`src/rtl/ref_mem_pkg.sv`:
```
// Purpose: shared geometry, widths and FSM state type for the reference-memory loader.
// Latency: n/a (types and constants only).
// Backpressure: n/a.
// Geometry: one 32-pixel row per beat, 8 groups of 4 banks, 128 addresses per bank,
// so a full load is 1024 rows.
package ref_mem_pkg;

  localparam int PIXEL    = 8;
  localparam int X        = 32;
  localparam int BANKS    = 32;
  localparam int ADDR_W   = 7;
  localparam int GRP      = 4;
  localparam int NGRP     = BANKS / GRP;
  localparam int MAX_ROWS = NGRP * (2 ** ADDR_W);

  localparam int DATA_W   = PIXEL * X;
  localparam int ROW_W    = $clog2(MAX_ROWS);  // row index 0..MAX_ROWS-1
  localparam int CNT_W    = ROW_W + 1;         // row count 0..MAX_ROWS (and beyond, for errors)
  localparam int GSEL_W   = $clog2(NGRP);

  typedef enum logic [1:0] {
    IDLE  = 2'd0,
    LOAD  = 2'd1,
    FLUSH = 2'd2
  } state_t;

endpackage

```
`src/rtl/ref_mem_loader_if.sv`:
```
// Purpose: search-window stream in, reference-memory write port out.
// Latency: n/a (signal bundle).
// Backpressure: s_ready from the loader; the memory write port has no backpressure.
// master = loader side (consumes stream, drives memory); slave = source/memory side.
interface ref_mem_loader_if;
  import ref_mem_pkg::*;

  logic [DATA_W-1:0]       s_data;
  logic                    s_valid;
  logic                    s_ready;
  logic [DATA_W-1:0]       ref_input;
  logic [BANKS-1:0]        Bank_sel;
  logic [BANKS*ADDR_W-1:0] write_address_all;

  modport master (
    input  s_data, s_valid,
    output s_ready, ref_input, Bank_sel, write_address_all
  );

  modport slave (
    output s_data, s_valid,
    input  s_ready, ref_input, Bank_sel, write_address_all
  );

endinterface

```
`src/rtl/ref_wr_addr_gen.sv`:
```
// Purpose: map a row index to per-bank write enables and per-bank write addresses.
// Latency: combinational.
// Backpressure: none.
// Ports: row (in) row index; bank_sel (out) one group of GRP banks; addr_all (out) packed
// per-bank addresses, unselected banks 0. Macro REF_LOADER_SKEW_EN adds the bank group
// index to each address (diagonal skew, wrapping modulo 2**ADDR_W).
module ref_wr_addr_gen
  import ref_mem_pkg::*;
(
  input  logic [ROW_W-1:0]        row,
  output logic [BANKS-1:0]        bank_sel,
  output logic [BANKS*ADDR_W-1:0] addr_all
);

  logic [GSEL_W-1:0] grp;
  logic [ADDR_W-1:0] base;

  // Low row bits pick the bank group, high bits give the in-bank line.
  assign grp  = row[GSEL_W-1:0];
  assign base = row[ROW_W-1:GSEL_W];

  always_comb begin
    bank_sel = '0;
    addr_all = '0;
    for (int b = 0; b < BANKS; b++) begin
      if ((b / GRP) == int'(grp)) begin
        bank_sel[b] = 1'b1;
`ifdef REF_LOADER_SKEW_EN
        // Skew by the group index so a column read hits a different line per group.
        addr_all[b*ADDR_W +: ADDR_W] = base + ADDR_W'(b / GRP);
`else
        addr_all[b*ADDR_W +: ADDR_W] = base;
`endif
      end
    end
  end

endmodule

```
`src/rtl/ref_mem_loader.sv`:
```
// Purpose: sequence one search-window load per start into the 32-bank reference memory.
// Latency: write port registered, 1 cycle after beat acceptance; load_done 1 cycle after last write.
// Backpressure: s_ready high only in LOAD; one row accepted per clock, none while idle or flushing.
// Ports: clk, rst_n (async active-low); start/num_rows load request; bus (master) carries the
// s_data/s_valid/s_ready stream and ref_input/Bank_sel/write_address_all; busy, load_done, cfg_err status.
// Macro REF_LOADER_SKEW_EN (in ref_wr_addr_gen) enables diagonal address skew.
module ref_mem_loader
  import ref_mem_pkg::*;
(
  input  logic                   clk,
  input  logic                   rst_n,
  input  logic                   start,
  input  logic [CNT_W-1:0]       num_rows,
  ref_mem_loader_if.master       bus,
  output logic                   busy,
  output logic                   load_done,
  output logic                   cfg_err
);

  state_t                  state, state_nxt;
  logic [CNT_W-1:0]        n_rows;
  logic [ROW_W-1:0]        row;
  logic                    accept;
  logic                    last_row;
  logic                    latch_cfg;
  logic                    done_nxt;
  logic                    err_nxt;

  logic [BANKS-1:0]        sel_c;
  logic [BANKS*ADDR_W-1:0] addr_c;

  logic [DATA_W-1:0]       ref_input_q;
  logic [BANKS-1:0]        bank_sel_q;
  logic [BANKS*ADDR_W-1:0] addr_q;

  assign accept   = bus.s_valid & bus.s_ready;
  assign last_row = ({1'b0, row} == (n_rows - CNT_W'(1)));

  ref_wr_addr_gen u_addr_gen (
    .row      (row),
    .bank_sel (sel_c),
    .addr_all (addr_c)
  );

  always_ff @(posedge clk or negedge rst_n) begin
    if (!rst_n) state <= IDLE;
    else        state <= state_nxt;
  end

  always_comb begin
    state_nxt = state;
    latch_cfg = 1'b0;
    err_nxt   = 1'b0;
    done_nxt  = 1'b0;
    case (state)
      IDLE: begin
        if (start) begin
          if (num_rows == '0) begin
            done_nxt = 1'b1;
          end else if (num_rows > CNT_W'(MAX_ROWS)) begin
            err_nxt = 1'b1;
          end else begin
            latch_cfg = 1'b1;
            state_nxt = LOAD;
          end
        end
      end
      LOAD: begin
        if (accept && last_row) state_nxt = FLUSH;
      end
      FLUSH: begin
        // load_done lands in the cycle after the final write cycle.
        done_nxt  = 1'b1;
        state_nxt = IDLE;
      end
      default: state_nxt = IDLE;
    endcase
  end

  always_ff @(posedge clk or negedge rst_n) begin
    if (!rst_n) begin
      n_rows      <= '0;
      row         <= '0;
      load_done   <= 1'b0;
      cfg_err     <= 1'b0;
      ref_input_q <= '0;
      bank_sel_q  <= '0;
      addr_q      <= '0;
    end else begin
      load_done <= done_nxt;
      cfg_err   <= err_nxt;
      if (latch_cfg) begin
        n_rows <= num_rows;
        row    <= '0;
      end else if (accept) begin
        row <= row + ROW_W'(1);
      end
      // Enables and addresses are single-cycle; data holds so the memory sees stable input.
      bank_sel_q <= accept ? sel_c  : '0;
      addr_q     <= accept ? addr_c : '0;
      if (accept) ref_input_q <= bus.s_data;
    end
  end

  assign bus.s_ready           = (state == LOAD);
  assign bus.ref_input         = ref_input_q;
  assign bus.Bank_sel          = bank_sel_q;
  assign bus.write_address_all = addr_q;
  assign busy                  = (state != IDLE);

endmodule

```
`src/flat_wrapper.sv`:
```
// flat-port wrapper written by rule: the top's interface ports become plain ports
module ref_mem_loader_flat import ref_mem_pkg::*;
  (clk, rst_n, start, num_rows, busy, load_done, cfg_err, bus_s_data, bus_s_valid, bus_s_ready, bus_ref_input, bus_Bank_sel, bus_write_address_all);
  ref_mem_loader_if bus_i ();
  input  logic clk;
  input  logic rst_n;
  input  logic start;
  input  logic [CNT_W-1:0] num_rows;
  output logic busy;
  output logic load_done;
  output logic cfg_err;
  input wire logic [$bits(bus_i.s_data)-1:0] bus_s_data;
  input wire logic [$bits(bus_i.s_valid)-1:0] bus_s_valid;
  output wire logic [$bits(bus_i.s_ready)-1:0] bus_s_ready;
  output wire logic [$bits(bus_i.ref_input)-1:0] bus_ref_input;
  output wire logic [$bits(bus_i.Bank_sel)-1:0] bus_Bank_sel;
  output wire logic [$bits(bus_i.write_address_all)-1:0] bus_write_address_all;
  assign bus_i.s_data = bus_s_data;
  assign bus_i.s_valid = bus_s_valid;
  assign bus_s_ready = bus_i.s_ready;
  assign bus_ref_input = bus_i.ref_input;
  assign bus_Bank_sel = bus_i.Bank_sel;
  assign bus_write_address_all = bus_i.write_address_all;
  ref_mem_loader u_core (.clk(clk), .rst_n(rst_n), .start(start), .num_rows(num_rows), .bus(bus_i), .busy(busy), .load_done(load_done), .cfg_err(cfg_err));
endmodule
```
`config.mk`:
```
export PLATFORM = sky130hd
export DESIGN_NAME = ref_mem_loader_flat
export DESIGN_NICKNAME = d
export VERILOG_FILES = /design/src/rtl/ref_mem_pkg.sv /design/src/rtl/ref_mem_loader_if.sv /design/src/rtl/ref_wr_addr_gen.sv /design/src/rtl/ref_mem_loader.sv /design/src/flat_wrapper.sv
export SDC_FILE = /design/constraint.sdc
export NUM_CORES = 1
export LEC_CHECK = 0
export BUFFER_PORTS_ARGS = -buffer_cell sky130_fd_sc_hd__buf_2
export CAP_MARGIN = 5
export CORE_AREA = 2 2 309 311
export CTS_CLUSTER_DIAMETER = 50
export DETAILED_ROUTE_END_ITERATION = 12
export DIE_AREA = 0 0 311 313
export REMOVE_ABC_BUFFERS = 1
export SLEW_MARGIN = 30
export SYNTH_ARGS = -nofsm -noshare
export SYNTH_HDL_FRONTEND = slang
export SYNTH_SLANG_ARGS = --single-unit
```
`constraint.sdc`:
```
create_clock -name clk -period 1.98 [get_ports clk]
set_input_delay 0.396 -clock clk [delete_from_list [all_inputs] [get_ports clk]]
set_output_delay 0.396 -clock clk [all_outputs]
set_load 0.005 [all_outputs]
```
==> reports/metrics.yaml, run 1 <==
clock_network:
  cts_tree: "done"
  numCtsBuffers: 47
  clk_latency_ns: 0.59
  cts_max_level: 2
  cts_max_path_buffers: 3
  clock_sinks: 345
  cts-root-buf: "clkbuf_16"
  path_clk_slew_ns: 0.06
critical_path:
  arrival_ns: 2.36
  startpoint_type: "register"
  slowest_delay_ns: 0.46
  path_delay_family: "simple AND/OR/NAND/NOR gates"
  crit_path_cell_trace: "nor4_4 -> nand2_1 -> nor4_1 -> a211oi_1 -> nor4_1 -> o21ai_1"
  r2r_slack_ns: 0.08
  critPathMaxFanout: 7
  cp-end-kind: "register"
  crit_required_ns: 2.44
  critPathBufInv: 0
  crit_type: "reg -> reg"
  critical_path_depth: 6
  cpMostUsedCell: "nor4_1"
  cpMaxStageDelayCell: "nor4_4"
  r2r_cells: 6
yosys:
  syn-instance-count: 1585
  yosysWarnings: 0
  synth.avg_cell_area_um2: 9.17
  synth_seq_cells: 345
  async_flop_share_pct: 100
  netlist_area_um2: 14500
  synth.distinct_cells: 40
  yosysSeqAreaShare_pct: 59.4
  synth_edf_count: 0
  ys.flop_type: "dfrtp_1"
min_path:
  hold_path_class: "in -> reg"
  whs_path_depth: 3
placement:
  io_buffer_count: 786
  dp_hpwl_um: 41700
  place_area_um2: 19000
  gp_congestion: 0.837
pwr:
  p_leak_nw: 13.1
  ir_worst_vdd_uv: 481
  finalPower_w: 0.0264
  power_density_nw_per_um2: 1140
drt:
  drc: 0
  wl_per_cell_um: 15.0
  drtIter0Drc: 862
  drt_wl_total_um: 57000
  num_vias: 13800
  dr.pass1.iters: 5
  via_per_inst: 3.63
  ant_nets: 0
timing:
  fmax_mhz: 526
  hold_violations: 0
  slew_viol_final: 0
  hold-worst-slack_ns: 0.0521
  slew_headroom_pct: 59.5
  setup_viol: 0
  timing.final.crit_share_pct: 96.1
  tightestPinTransition_ns: 0.607
  finalCriticalPeriod_ns: 1.90
  rsz0062_at_grt: "true"
  finalClockSkew_ns: 0.0199
global_routing:
  grt_pass1_wl_um: 83100
  gr-usage-all-layers_pct: 11.1
  grt_max_degree: 88
  antenna_found_initial: 4
  grt_pass1_vias: 13900
  overflow: 0
die:
  die_w_um: 311
  ios: 787
  die_h_um: 313
  fp-row-count: 113
  fp.dieArea_um2: 97300
  start_util_pct: 15.4
  core-area_um2: 94200
cells_and_area:
  layout.core_utilization_pct: 24.7
  fillers: 10000
  drive_gt1_share_pct: 37.9
  regArea_um2: 8630
  area_delta_synth_final_pct: 59.9
  final_area_um2: 23200
  final_nets: 2759
  multi_input_area_um2: 4140
job:
  cap_viol_max_count: 0
outcome:
  status: "finished, final reports clean"
## routing by layer
metal	wire [um]	track usage [%]
met2	28800	19.9
met1	22000	12.4
met4	2540	5.76
met5	0	0
met3	3620	2.36
## kinds of logic after synthesis
logic type / after synthesis / synth area share, %
flops: 345 / 59.4
fa+ha+maj: 7 / 0.603
compound gates: 21 / 0.956
xor+xnor: 22 / 1.33
buf+inv: 275 / 12.2
simple gates: 915 / 25.5
## tightest hold or removal path, cell delays in order
cell     delay (ns)
buf_2          0.08
nand2_1        0.07
nand2_1        0.07
## stage by stage
stage	worst slack, ns	cells	setup TNS (ns)
2_1_floorplan	-4.65	1319	-1167.16
3_3_place_gp	-0.175	3441	-3.16
3_5_place_dp	-0.222	3441	-3.92
4_1_cts	0.00965	3776	0
5_1_grt	-0.0338	3783	-0.0338
6_report	0.0782	3786	0
## area by class of cell
cell class | instances | share of cell area, %
Antenna cell | 5 | 0.0538
Clock buffer | 58 | 5.59
Clock inverter | 26 | 1.48
Inverter | 9 | 0.145
Multi-Input combinational cell | 965 | 17.8
Sequential cell | 345 | 37.2
Tap cell | 1265 | 6.81
Timing Repair Buffer | 1113 | 30.9
## registers in the layout (all words and copies together), names as in the netlist
name,cells
u_core.bus.write_address_all,56
u_core.bus.Bank_sel,8
u_core.bus.ref_input,256
u_core.cfg_err,1
u_core.row,10
u_core.state,2
u_core.n_rows,11
u_core.load_done,1
## final timing paths
path,start,to
max,u_core.n_rows[2]$_DFFE_PN0P_,u_core.state[0]$_DFFE_PN0P_
min,bus_s_data[216],u_core.bus.ref_input[216]$_DFFE_PN0P_
max reg2reg,u_core.n_rows[2]$_DFFE_PN0P_,u_core.state[0]$_DFFE_PN0P_
min reg2reg,u_core.state[0]$_DFFE_PN0P_,u_core.load_done$_DFF_PN0_
max in group asynchronous,rst_n,u_core.bus.ref_input[73]$_DFFE_PN0P_
min in group asynchronous,rst_n,u_core.bus.ref_input[53]$_DFFE_PN0P_
## cell usage in the layout, fill, tap and decap left out, drive strengths merged, types with 3 or more instances in the layout
| cell | count |
|---|---|
| a21oi | 7 |
| and2 | 44 |
| and3 | 25 |
| buf | 862 |
| bufinv | 6 |
| clkbuf | 58 |
| clkinv | 10 |
| clkinvlp | 3 |
| dfrtp | 345 |
| diode | 5 |
| dlygate4sd3 | 251 |
| ha | 7 |
| inv | 16 |
| nand2 | 807 |
| nor2 | 15 |
| nor3 | 3 |
| nor4 | 6 |
| o21ai | 7 |
| or3 | 3 |
| xnor2 | 14 |
| xor2 | 8 |
## synthesized netlist by cell type (2+ instances only)
library cell / count / share of area, %
nor3_1: 3 / 0.10
nand2_1: 807 / 21
nor4_4: 2 / 0.29
inv_1: 8 / 0.21
xnor2_1: 14 / 0.84
buf_2: 3 / 0.10
clkbuf_1: 61 / 1.6
or2_1: 2 / 0.086
dfrtp_1: 345 / 59
buf_4: 192 / 9.9
nor3b_1: 2 / 0.10
buf_1: 8 / 0.21
a21oi_1: 6 / 0.21
buf_6: 2 / 0.15
o21ai_2: 2 / 0.12
nand4_1: 2 / 0.086
nor4_1: 4 / 0.17
xor2_1: 8 / 0.48
and2_1: 43 / 1.9
ha_1: 7 / 0.60
nor2_1: 15 / 0.39
or3_1: 3 / 0.13
nand2b_1: 2 / 0.086
o21ai_0: 4 / 0.14
and3_1: 25 / 1.1
## power breakdown
part	switching, W	total, W	internal [W]	leakage, nW
Sequential	0.00120	0.0102	0.00895	4.34
Combinational	0.00408	0.00747	0.00339	7.94
Clock	0.00333	0.00881	0.00548	0.801
Total	0.00861	0.0264	0.0178	13.1
## repair_timing
| item | CTS | global route |
|---|---|---|
| endpoints found under the hold margin | 274 | 0 |
| buffers inserted | 0 | 5 |
| resized for setup | 1 | 1 |
| endpoints found under the setup margin | 4 | 5 |
| hold buffers | 251 | 0 |
| pin swaps | 0 | 1 |
No activity file was read; power rests on OpenSTA's default activity.
==> run 2: changes to the inputs <==
Settings changed: RECOVER_POWER from default to 50.
==> run 2 against run 1 <==
Net effect:
- global-route usage is the same
- total power down 0.96%
- first-iteration DRC count increased by 1.3%
- non-clock buffer count stayed put
- register-to-register slack is essentially flat
- sequential cell count unchanged
- largest power group unchanged
- setup slack lost 0.0026 ns
- die area did not move
- via count about the same
- clock skew is 0.0015 ns lower
- highest routed layer unchanged
==> reports/metrics.yaml, run 2 (synthesized netlist as in run 1, its figures left out) <==
cells_and_area:
  drive_gt1_share_pct: 31.2
  layout_common_cells: "nand2_1, buf_2, dfrtp_1"
  final_nets: 2759
  final_area_um2: 23000
  area_delta_synth_final_pct: 58.0
  fin_cells: 3784
  largest_register_ffs: 256
  final_common_cell: "nand2_1"
  layout.core_utilization_pct: 24.4
clock_network:
  clock_sinks: 345
  clk_latency_ns: 0.59
  path_clk_slew_ns: 0.06
  cts-root-buf: "clkbuf_16"
  cts_max_path_buffers: 3
  cts_max_level: 2
  cts_tree: "done"
  numCtsBuffers: 47
placement:
  gp_congestion: 0.837
  io_buffer_count: 786
  dpl.cell_count: 3441
  dp_hpwl_um: 41700
  place_area_um2: 19000
drt:
  num_vias: 13800
  drc: 0
  dr.pass1.iters: 5
  via_per_inst: 3.64
  drt_wl_total_um: 57100
  drtIter0Drc: 873
  wl_per_cell_um: 15.1
  ant_nets: 0
pwr:
  p_leak_nw: 12.5
  switching_share_pct: 33.1
  power_frac_comb_pct: 27.4
  intPower_w: 0.0175
  ir_worst_vdd_uv: 480
  clock_power_share_pct: 33.7
  p_switching_w: 0.00867
  power_density_nw_per_um2: 1140
  seqPwrFrac_pct: 38.9
global_routing:
  gr-usage-all-layers_pct: 11.1
  grt_max_degree: 88
  grt_pass1_wl_um: 83100
  overflow: 0
  antenna_found_initial: 4
  grt_pass1_vias: 13900
min_path:
  hold_path_class: "in -> reg"
critical_path:
  crit_required_ns: 2.51
  r2r_slack_ns: 0.08
  cp-end-kind: "register"
  startpoint_type: "register"
  arrival_ns: 2.43
  critPathMaxFanout: 35
  crit_type: "reg -> reg"
  crit_path_cell_trace: "nand2b_1 -> inv_2 -> and2_4 -> clkbuf_1 -> buf_12 -> buf_12 -> nand2_1 -> nand2_1"
  cpMaxStageDelayCell: "dfrtp_1"
  slowest_delay_ns: 0.39
die:
  core-area_um2: 94200
  die_h_um: 313
  fp.dieArea_um2: 97300
  start_util_pct: 15.4
  fp-row-count: 113
  ios: 787
  die_w_um: 311
timing:
  finalCriticalPeriod_ns: 1.90
  slew_headroom_pct: 4.62
  slew_viol_final: 0
  rsz0062_at_grt: "true"
  tightestPinTransition_ns: 1.43
  fmax_mhz: 525
  finalClockSkew_ns: 0.0184
  timing.final.crit_share_pct: 96.2
  hold_violations: 0
  hold-worst-slack_ns: 0.0563
  setup_viol: 0
job:
  cap_viol_max_count: 0
outcome:
  status: "finished, final reports clean"
## run 2: cell types whose count changed in the layout (fill, tap and decap cells not counted), sizes merged
cell	before	now
diode	5	3
buf	862	680
clkbuf	58	240
## run 2: final cells by class
class	count	area, um2
Tap cell	1265	1580
Inverter	9	33.8
Sequential cell	345	8630
Clock inverter	26	343
Timing Repair Buffer	1113	6910
Multi-Input combinational cell	965	4140
Fill cell	10100	71200
Clock buffer	58	1300
Antenna cell	3	7.51
## run 2: routing by layer
metal	global-route usage, %	share of wire, %	up-vias
li1	-	-	6460
met1	12.4	39	6518
met2	19.9	50	651
met3	2.36	6.4	136
met4	5.76	4.5	0
met5	0	0	-
## run 2: per-stage QoR
step	TNS (ns)	power [W]	worst slack [ns]
2_1_floorplan	-1167.16	0.0131	-4.65
3_3_place_gp	-3.16	0.0172	-0.175
3_5_place_dp	-3.92	0.0173	-0.222
4_1_cts	0	0.0268	0.00965
5_1_grt	-0.396	0.0278	-0.0354
6_report	0	0.0262	0.0756
## run 2: repair_timing
item                                    CTS  global route
endpoints found under the setup margin    4             5
hold buffers                            251             0
gates resized for setup                   1             1
endpoints found under the hold margin   274             0
pin swaps                                 0             1
cloned                                    0             0
buffers inserted                          0             5
## run 2: final timing paths
kind	endpoint	from	cells past startpoint
max in group asynchronous	u_core.bus.write_address_all[108]$_DFF_PN0_	rst_n	3
max reg2reg	u_core.bus.ref_input[139]$_DFFE_PN0P_	u_core.state[1]$_DFFE_PN0P_	8
min reg2reg	u_core.load_done$_DFF_PN0_	u_core.state[0]$_DFFE_PN0P_	1
max	u_core.bus.ref_input[139]$_DFFE_PN0P_	u_core.state[1]$_DFFE_PN0P_	8
min in group asynchronous	u_core.bus.ref_input[53]$_DFFE_PN0P_	rst_n	2
min	u_core.bus.ref_input[120]$_DFFE_PN0P_	bus_s_data[120]	3
## run 2: critical path, delay by kind of cell, from the launching register on
family	cells	cell delay, ns
DFF	1	0.39
buffers and inverters	4	0.80
and+or+nand+nor	4	0.55
## run 2: power groups by stage
stage                     logic, W  registers (W)  clock network [W]
after detailed placement   0.00709         0.0102                  0
final                      0.00718         0.0102            0.00882
after global routing       0.00802         0.0104            0.00938
after global placement     0.00703         0.0102                  0
after CTS                  0.00751         0.0101            0.00914
after floorplan            0.00308         0.0100                  0
==> run 3: changes to the inputs <==
Settings changed: CORE_AREA 2 2 309 311 to 2 2 302 304, CTS_BUF_LIST from default to sky130_fd_sc_hd__clkbuf_8, DIE_AREA 0 0 311 313 to 0 0 304 306.
==> run 3 against run 2 <==
Net effect:
- the run now ends with negative setup slack left
- global-route usage is 0.12 points higher
- worst hold slack better by 0.019 ns
- cell area shrank 1.9%
- clock-buffer cell count up 16
- setup slack lost 0.085 ns
- final cell count fell by 1.7%
- total power down 8.0%
- critical path type is now in -> reg
- critical endpoint is now u_core.n_rows[9]$_DFFE_PN0P_
- largest cell class unchanged
==> reports/metrics.yaml, run 3 (synthesized netlist as in run 1, its figures left out) <==
outcome:
  status: "finished, violations left"
  violations: "negative setup slack"
placement:
  pre_cts_ws_ns: -0.193
  io_buffer_count: 786
  dp_hpwl_um: 39300
  gp_congestion: 0.807
clock_network:
  clock_sinks: 345
  clk_latency_ns: 0.65
  cts_max_path_buffers: 3
  path_clk_slew_ns: 0.05
  cts-root-buf: "clkbuf_8"
  cts_tree: "done"
  cts_max_level: 2
  numCtsBuffers: 61
timing:
  finalCriticalPeriod_ns: 1.99
  timing.final.crit_share_pct: 100
  tns_ns: -0.00944
  slew_headroom_pct: 12.1
  hold-worst-slack_ns: 0.0751
  worst_slack_ns: -0.00944
  hold_violations: 0
  tightestPinTransition_ns: 1.32
  finalClockSkew_ns: 0.0246
  setup_viol: 1
  fmax_mhz: 503
  slew_viol_final: 0
drt:
  ant_nets: 0
  wl_per_cell_um: 14.9
  drt_wl_total_um: 55200
  dr.pass1.iters: 5
  via_per_inst: 3.72
  num_vias: 13800
  drc: 0
  drtIter0Drc: 944
cells_and_area:
  final_nets: 2774
  drive_gt1_share_pct: 31.3
  area_delta_synth_final_pct: 55.0
  largest_register_ffs: 256
  layout.core_utilization_pct: 25.1
  layout_common_cells: "nand2_1, buf_2, dfrtp_1"
  final_common_cell: "nand2_1"
critical_path:
  r2r_cells: 7
  worstReg2RegStart: "u_core.state[1]$_DFFE_PN0P_"
  critPathMaxFanout: 5
  r2r_slack_ns: 0.13
  crit_required_ns: 2.56
  crit_type: "in -> reg"
  arrival_ns: 2.57
  rr_endpoint: "u_core.bus.ref_input[36]$_DFFE_PN0P_"
  cp-end-kind: "register"
  startpoint_type: "primary input"
pwr:
  p_leak_nw: 12.4
  ir_worst_vdd_uv: 590
  power_density_nw_per_um2: 1070
  finalPower_w: 0.0241
die:
  core-area_um2: 89600
  die_w_um: 304
  die_h_um: 306
  fp-row-count: 110
  ios: 787
  start_util_pct: 16.2
  fp.dieArea_um2: 93000
global_routing:
  antenna_found_initial: 4
  grt_pass1_wl_um: 81600
  grt_max_degree: 151
  gr-usage-all-layers_pct: 11.2
  overflow: 0
  grt_pass1_vias: 13900
min_path:
  whs_endpoint: "u_core.bus.ref_input[208]$_DFFE_PN0P_"
  whs_path_depth: 3
  holdCritStartpoint: "bus_s_data[208]"
  hold_path_class: "in -> reg"
job:
  cap_viol_max_count: 0
-- run 3: stage by stage --
step           cells  cell area, um2
2_1_floorplan   1319           12800
3_3_place_gp    3336           18800
3_5_place_dp    3336           18800
4_1_cts         3708           22700
5_1_grt         3717           22500
6_report        3718           22500
-- run 3: what timing repair did --
action                                  4_1_cts  5_1_grt
pin swaps                                     1        2
gates resized for setup                       2        6
hold buffers                                264        0
endpoints found under the setup margin        6       21
hold endpoints to repair                    353        0
buffers inserted                              1        5
cloned                                        0        3
-- run 3: how the worst max path moves through the flow --
stage	cells after the start	endpoint	slack (ns)	startpoint
final	8	u_core.n_rows[9]$_DFFE_PN0P_	-0.009	num_rows[8]
after global routing	8	u_core.n_rows[9]$_DFFE_PN0P_	-0.006	num_rows[9]
after CTS	6	u_core.state[0]$_DFFE_PN0P_	-0.01	u_core.n_rows[2]$_DFFE_PN0P_
after detailed placement	7	u_core.n_rows[1]$_DFFE_PN0P_	-0.19	num_rows[3]
after global placement	7	u_core.n_rows[4]$_DFFE_PN0P_	-0.17	num_rows[3]
after floorplan	6	u_core.row[9]$_DFFE_PN0P_	-4.65	u_core.state[1]$_DFFE_PN0P_
-- run 3: area by class of cell --
class / count / area, um2
clock buffer: 74 / 1020
multi-input combinational: 968 / 4190
tap: 1176 / 1470
fill: 9531 / 67100
clock inverter: 33 / 241
antenna: 2 / 5.00
inverter: 9 / 33.8
sequential: 345 / 8630
timing repair buffer: 1111 / 6930
-- run 3: per-layer routing --
metal	global-route usage [%]	up-vias	wire, um	share of wire, %
met5	0	-	7	0.013
met4	5.75	2	2510	4.5
met3	2.34	133	3560	6.4
met2	20.5	636	28400	51
met1	12.2	6573	20800	38
li1	-	6472	-	-
-- run 3: worst max-delay path, cell delays in order --
cell and delay (ns):
dlygate4sd3_1 0.55, buf_2 0.13, or4_1 0.60, nor4_4 0.23, xnor2_2 0.22, and2_2 0.30, nand2_1 0.08, nand2_1 0.06
-- run 3: power by group --
part / internal (W) / switching (W)
Combinational: 0.00307 / 0.00408
Clock: 0.00376 / 0.00302
Sequential: 0.00895 / 0.00120
Total: 0.0158 / 0.00830
